--- config.mk ---
export PLATFORM = sky130hd
export DESIGN_NAME = hack_mem_arbiter
export DESIGN_NICKNAME = d
export VERILOG_FILES = /design/src/rtl/hack_mem_pkg.sv /design/src/rtl/rd_tag_pipe.sv /design/src/rtl/hack_mem_arbiter.sv
export SDC_FILE = /design/constraint.sdc
export NUM_CORES = 1
export LEC_CHECK = 0
export BUFFER_PORTS_ARGS = -buffer_cell sky130_fd_sc_hd__buf_2
export CORE_MARGIN = 10
export CORE_UTILIZATION = 42
export CTS_CLUSTER_DIAMETER = 40
export DETAILED_ROUTE_END_ITERATION = 10
export PLACE_DENSITY = 0.75
export SYNTH_ARGS = -nofsm -noshare
export SYNTH_HDL_FRONTEND = slang
export SYNTH_SLANG_ARGS = --single-unit
--- constraint.sdc ---
create_clock -name clk -period 3.5 [get_ports clk]
set_input_delay 0.175 -clock clk [delete_from_list [all_inputs] [get_ports clk]]
set_output_delay 0.175 -clock clk [all_outputs]
set_load 0.02 [all_outputs]
--- src/rtl/hack_mem_pkg.sv ---
// hack_mem_pkg: shared requester ids, default widths and read-tag type for the Hack data-RAM arbiter
package hack_mem_pkg;
   localparam logic MST_CPU    = 1'b0;
   localparam logic MST_DMA    = 1'b1;
   localparam int   DEF_ADDR_W = 15;
   localparam int   DEF_DATA_W = 16;
   typedef struct packed {
      logic valid;
      logic id;
   } tag_t;
endpackage

--- src/rtl/rd_tag_pipe.sv ---
// rd_tag_pipe: shift register that carries read tags alongside the RAM access until its data returns
module rd_tag_pipe
   import hack_mem_pkg::*;
#(
   parameter int DEPTH = 2
) (
   input  logic clk,
   input  logic reset,
   input  tag_t tag_in,
   output tag_t tag_out
);
   tag_t [DEPTH-1:0] pipe_q, pipe_d;
   // Newest tag enters at stage 0; the oldest leaves from the top stage
   always_comb pipe_d = {pipe_q[DEPTH-2:0], tag_in};
   // Reset drops every in-flight tag so no response is produced for it
   always_ff @(posedge clk) begin
      if (!reset) pipe_q <= '0;
      else pipe_q <= pipe_d;
   end
   assign tag_out = pipe_q[DEPTH-1];
endmodule

--- src/rtl/hack_mem_arbiter.sv ---
// hack_mem_arbiter: shares the single-port data RAM between the Hack CPU and a DMA engine
module hack_mem_arbiter
   import hack_mem_pkg::*;
#(
   parameter int ADDR_W       = DEF_ADDR_W,
   parameter int DATA_W       = DEF_DATA_W,
   parameter int RD_LATENCY   = 1,
   parameter int STARVE_LIMIT = 4
) (
   input  logic              clk,
   input  logic              reset,
   input  logic              cpu_req,
   input  logic              cpu_we,
   input  logic [ADDR_W-1:0] cpu_addr,
   input  logic [DATA_W-1:0] cpu_wdata,
   output logic              cpu_gnt,
   output logic              cpu_stall,
   output logic              cpu_rvalid,
   output logic [DATA_W-1:0] cpu_rdata,
   input  logic              dma_req,
   input  logic              dma_we,
   input  logic [ADDR_W-1:0] dma_addr,
   input  logic [DATA_W-1:0] dma_wdata,
   output logic              dma_gnt,
   output logic              dma_rvalid,
   output logic [DATA_W-1:0] dma_rdata,
   output logic              ram_en,
   output logic              ram_we,
   output logic [ADDR_W-1:0] ram_addr,
   output logic [DATA_W-1:0] ram_wdata,
   input  logic [DATA_W-1:0] ram_rdata
);
   localparam logic [3:0] LIMIT = 4'(STARVE_LIMIT);

   logic [3:0]        starve_q, starve_d;
   logic              ram_en_q, ram_en_d, ram_we_q, ram_we_d;
   logic [ADDR_W-1:0] ram_addr_q, ram_addr_d;
   logic [DATA_W-1:0] ram_wdata_q, ram_wdata_d;
   logic [DATA_W-1:0] cpu_rdata_q, cpu_rdata_d, dma_rdata_q, dma_rdata_d;
   logic              dma_win, xfer;
   tag_t              tag_in, tag_out;

   // CPU wins conflicts until DMA has lost LIMIT in a row; the next RAM access and its read tag follow the winner
   always_comb begin
      dma_win     = dma_req && (!cpu_req || starve_q >= LIMIT);
      dma_gnt     = reset && dma_win;
      cpu_gnt     = reset && cpu_req && !dma_win;
      cpu_stall   = cpu_req && !cpu_gnt;
      xfer        = cpu_gnt || dma_gnt;
      starve_d    = (dma_req && !dma_gnt) ? ((starve_q >= LIMIT) ? LIMIT : starve_q + 4'd1) : 4'd0;
      ram_en_d    = xfer;
      ram_we_d    = xfer && (dma_gnt ? dma_we : cpu_we);
      ram_addr_d  = xfer ? (dma_gnt ? dma_addr : cpu_addr) : ram_addr_q;
      ram_wdata_d = xfer ? (dma_gnt ? dma_wdata : cpu_wdata) : ram_wdata_q;
      tag_in.valid = xfer && !ram_we_d;
      tag_in.id    = dma_gnt ? MST_DMA : MST_CPU;
      cpu_rvalid  = reset && tag_out.valid && tag_out.id == MST_CPU;
      dma_rvalid  = reset && tag_out.valid && tag_out.id == MST_DMA;
      cpu_rdata_d = cpu_rvalid ? ram_rdata : cpu_rdata_q;
      dma_rdata_d = dma_rvalid ? ram_rdata : dma_rdata_q;
   end

   // Starvation count, registered RAM issue and per-requester read-data hold
   always_ff @(posedge clk) begin
      if (!reset) begin
         starve_q    <= '0;
         ram_en_q    <= 1'b0;
         ram_we_q    <= 1'b0;
         ram_addr_q  <= '0;
         ram_wdata_q <= '0;
         cpu_rdata_q <= '0;
         dma_rdata_q <= '0;
      end else begin
         starve_q    <= starve_d;
         ram_en_q    <= ram_en_d;
         ram_we_q    <= ram_we_d;
         ram_addr_q  <= ram_addr_d;
         ram_wdata_q <= ram_wdata_d;
         cpu_rdata_q <= cpu_rdata_d;
         dma_rdata_q <= dma_rdata_d;
      end
   end

   rd_tag_pipe #(.DEPTH(1 + RD_LATENCY)) u_tags (
      .clk     (clk),
      .reset   (reset),
      .tag_in  (tag_in),
      .tag_out (tag_out)
   );

   assign ram_en    = ram_en_q;
   assign ram_we    = ram_we_q;
   assign ram_addr  = ram_addr_q;
   assign ram_wdata = ram_wdata_q;
   assign cpu_rdata = cpu_rdata_d;
   assign dma_rdata = dma_rdata_d;
endmodule

==> results.sh <==
export IMPL_status="finished clean"
export IMPL_vias=2383
export IMPL_cts_root_buf="clkbuf_8"
export IMPL_synthCells=250
export IMPL_muxShareOfSynthArea_pct=14.59
export IMPL_fill_cells=598
export IMPL_wl_met3_um=914
export IMPL_worstHoldPathType="in -> reg"
export IMPL_path_class="in -> out"
export IMPL_clock_latency_ps=330
export IMPL_drive_gt1_share_pct=50.62
export IMPL_layout_common_cells="buf_2, dfxtp_1, and2_1, a221o_1, mux2_4"
export IMPL_syn_avg_cell_area_um2=11.73
export IMPL_globalplace_congestion=0.7253
export IMPL_synth_nets=335
export IMPL_cts_clk_slew_worst_paths_ps=70
export IMPL_drt_total_wl_um=7697
export IMPL_hpwl_um=6037
export IMPL_synth_top_family_by_area="simple AND/OR/NAND/NOR gates"
export IMPL_postCtsSetupRepairBufs=0
export IMPL_dieHeight_um=103.6
export IMPL_drt_initial_drc_count=41
export IMPL_relSlewSlack_pct=40.89
export IMPL_numClockSinks=73
export IMPL_end_kind="output pin"
export IMPL_worstPathMaxFanout=45
export IMPL_io_pins=154
export IMPL_met1_length_um=3371
export IMPL_drt_first_pass_iters=5
export IMPL_area_growth_pct=32.17
export IMPL_seq_area_um2=1461
export IMPL_synth_warning_count=0
export IMPL_cts_buffer_depth=2
export IMPL_drc=0
export IMPL_grt_remaining_overflow=0
export IMPL_synth_seq_cells=73
export IMPL_setup_viol=0
export IMPL_fin_skew_ps=8.649
export IMPL_cts_tree="done"
export IMPL_arrival_ps=1820
export IMPL_core_region_area_um2=6794
export IMPL_path_cells="buf_2 -> buf_4 -> nand2_1 -> nor2_2 -> buf_2"
export IMPL_pwr_density_cell_nw_per_um2=420.8
export IMPL_synth_xor_area_share_pct=0
export IMPL_finalCriticalPeriod_ps=1991
export IMPL_cts_inserted_buffers=9
export IMPL_rsz0062_at_grt="no"
export IMPL_final_core_util_pct=57.05
export IMPL_crit_top_cell="buf_2"
export IMPL_antenna_found_initial=0
export IMPL_multiInputGateArea_um2=1336
export IMPL_tns_ps=0
export IMPL_slew_violations=0
export IMPL_startpoint_type="primary input"
export IMPL_tightest_slew_ps=885.8
export IMPL_grt_max_degree=46
export IMPL_required_ps=3320
export IMPL_ys_seq_area_share_pct=49.83
export IMPL_finalHoldViolCount=0
export IMPL_fin_crit_sh_pct=56.87
export IMPL_diodes=0
export IMPL_syn_area_um2=2933
export IMPL_die_area_um2=10730
export IMPL_synthAdderAreaFrac_pct=0.4266
export IMPL_grt_usage_pct=13.83
export IMPL_final_common_cell="buf_2"
export IMPL_crit_slowest_cell="nor2_2"
export IMPL_top_layer_used="met4"
export IMPL_synth_cell_types=28
export IMPL_htreeDepth=3
export IMPL_cts_resized=0
export IMPL_layout_nets=487
export IMPL_viasPerCell=4.756
export IMPL_synthSimpleGateAreaFrac_pct=18.13
export IMPL_start_util_pct=43.17
export IMPL_vdd_drop_max_mv=0.1649
export IMPL_synth_compound_area_share_pct=12.29
export IMPL_wire_per_inst_um=15.36
export IMPL_cap_violations=0
export IMPL_leakage_uw=0.002044
export IMPL_fmax_mhz=502.4
export IMPL_rows=30
export IMPL_io_buffers=153
export IMPL_dr_wl_met2_um=3291
export IMPL_cts_hold_fix_buffers=0
export IMPL_grt_pass1_vias=2472
export IMPL_max_stage_delay_ps=730
export IMPL_fp_dieW_um=103.6
export IMPL_ant_nets=0
export IMPL_grt_pass1_wl_um=12260
-- worst max-delay path: cells and delay by family --
| family | cells | cell delay, ps |
|---|---|---|
| buffers and inverters | 3 | 700 |
| and+or+nand+nor | 2 | 930 |
-- layer usage --
metal	global-route usage [%]	vias up
li1	-	1184
met1	16.53	1055
met2	20.05	130
met3	7.497	14
met4	5.746	0
met5	0	-
-- cell usage after synthesis --
cell type | number | area [µm²]
conb_1 | 1 | 3.750
dfxtp_1 | 73 | 1461
o21ai_0 | 6 | 30.03
nand4_1 | 1 | 6.260
nor3b_2 | 1 | 12.51
clkbuf_1 | 6 | 22.52
o21ai_1 | 1 | 5.000
and2_1 | 64 | 400.4
and3_1 | 1 | 6.260
a31oi_1 | 2 | 12.51
mux2_2 | 14 | 157.7
nor2_2 | 1 | 6.260
ha_1 | 1 | 12.51
nor3b_4 | 1 | 18.77
and3_2 | 1 | 7.510
nand3_1 | 1 | 5.000
buf_6 | 7 | 78.83
a21boi_0 | 1 | 7.510
inv_1 | 5 | 18.77
mux2_4 | 18 | 270.3
nand2_1 | 1 | 3.750
nand3b_4 | 1 | 20.02
or3b_1 | 1 | 8.760
nand3_4 | 1 | 17.52
a21oi_1 | 3 | 15.01
a221o_1 | 29 | 290.3
nor2_1 | 5 | 18.77
buf_2 | 3 | 15.01
-- flip-flops by register name, indices dropped and copies added (netlist names) --
name and cells:
dma_rdata_q 16, u_tags.pipe_d 2, u_tags.tag_out 2, ram_addr 15, ram_wdata 16, ram_en 1
starve_q 4, cpu_rdata_q 16, ram_we 1
-- power by group --
group          total (µW)  switching [µW]  internal [µW]
logic                 229             126            104
registers             886            17.3            868
clock network         516             267            250
total                1630             410           1220
-- kinds of logic (layout without fill, tap and decap cells) --
logic type | after synthesis | after routing
fa+ha+maj | 1 | 1
buf+inv | 21 | 176
simple gates | 80 | 80
flops | 73 | 73
compound gates | 42 | 42
mux | 32 | 32
other cells | 1 | 1
-- worst paths after layout --
check / slack (ps) / startpoint / end / cells after the start
max: 1510 / reset / dma_gnt / 5
min: 60 / cpu_addr[6] / ram_addr[6] / 2
max reg2reg: 1850 / starve_q[3] / ram_addr[8] / 4
min reg2reg: 420 / starve_q[0] / starve_q[0] / 1
-- layout make-up --
| cell class | instances | area share (%) |
|---|---|---|
| clock buffers | 13 | 3.583 |
| clock inverters | 1 | 0.1291 |
| inverters | 5 | 0.4842 |
| multi-input cells | 156 | 34.47 |
| flip-flops and latches | 73 | 37.70 |
| well taps | 96 | 3.099 |
| repair buffers | 157 | 20.53 |
-- through the flow --
step	hold slack (ps)	cell area [µm²]	setup slack (ps)	total power (µW)	cells
floorplan	312.8	2933	2174	1032	250
global placement	397.2	3732	1524	1131	487
detailed placement	405.2	3732	1469	1135	487
CTS	43.61	3876	1481	1654	501
global route	54.03	3876	1308	1711	501
finish	61.43	3876	1509	1631	501
(Power assumes the default switching activity.)
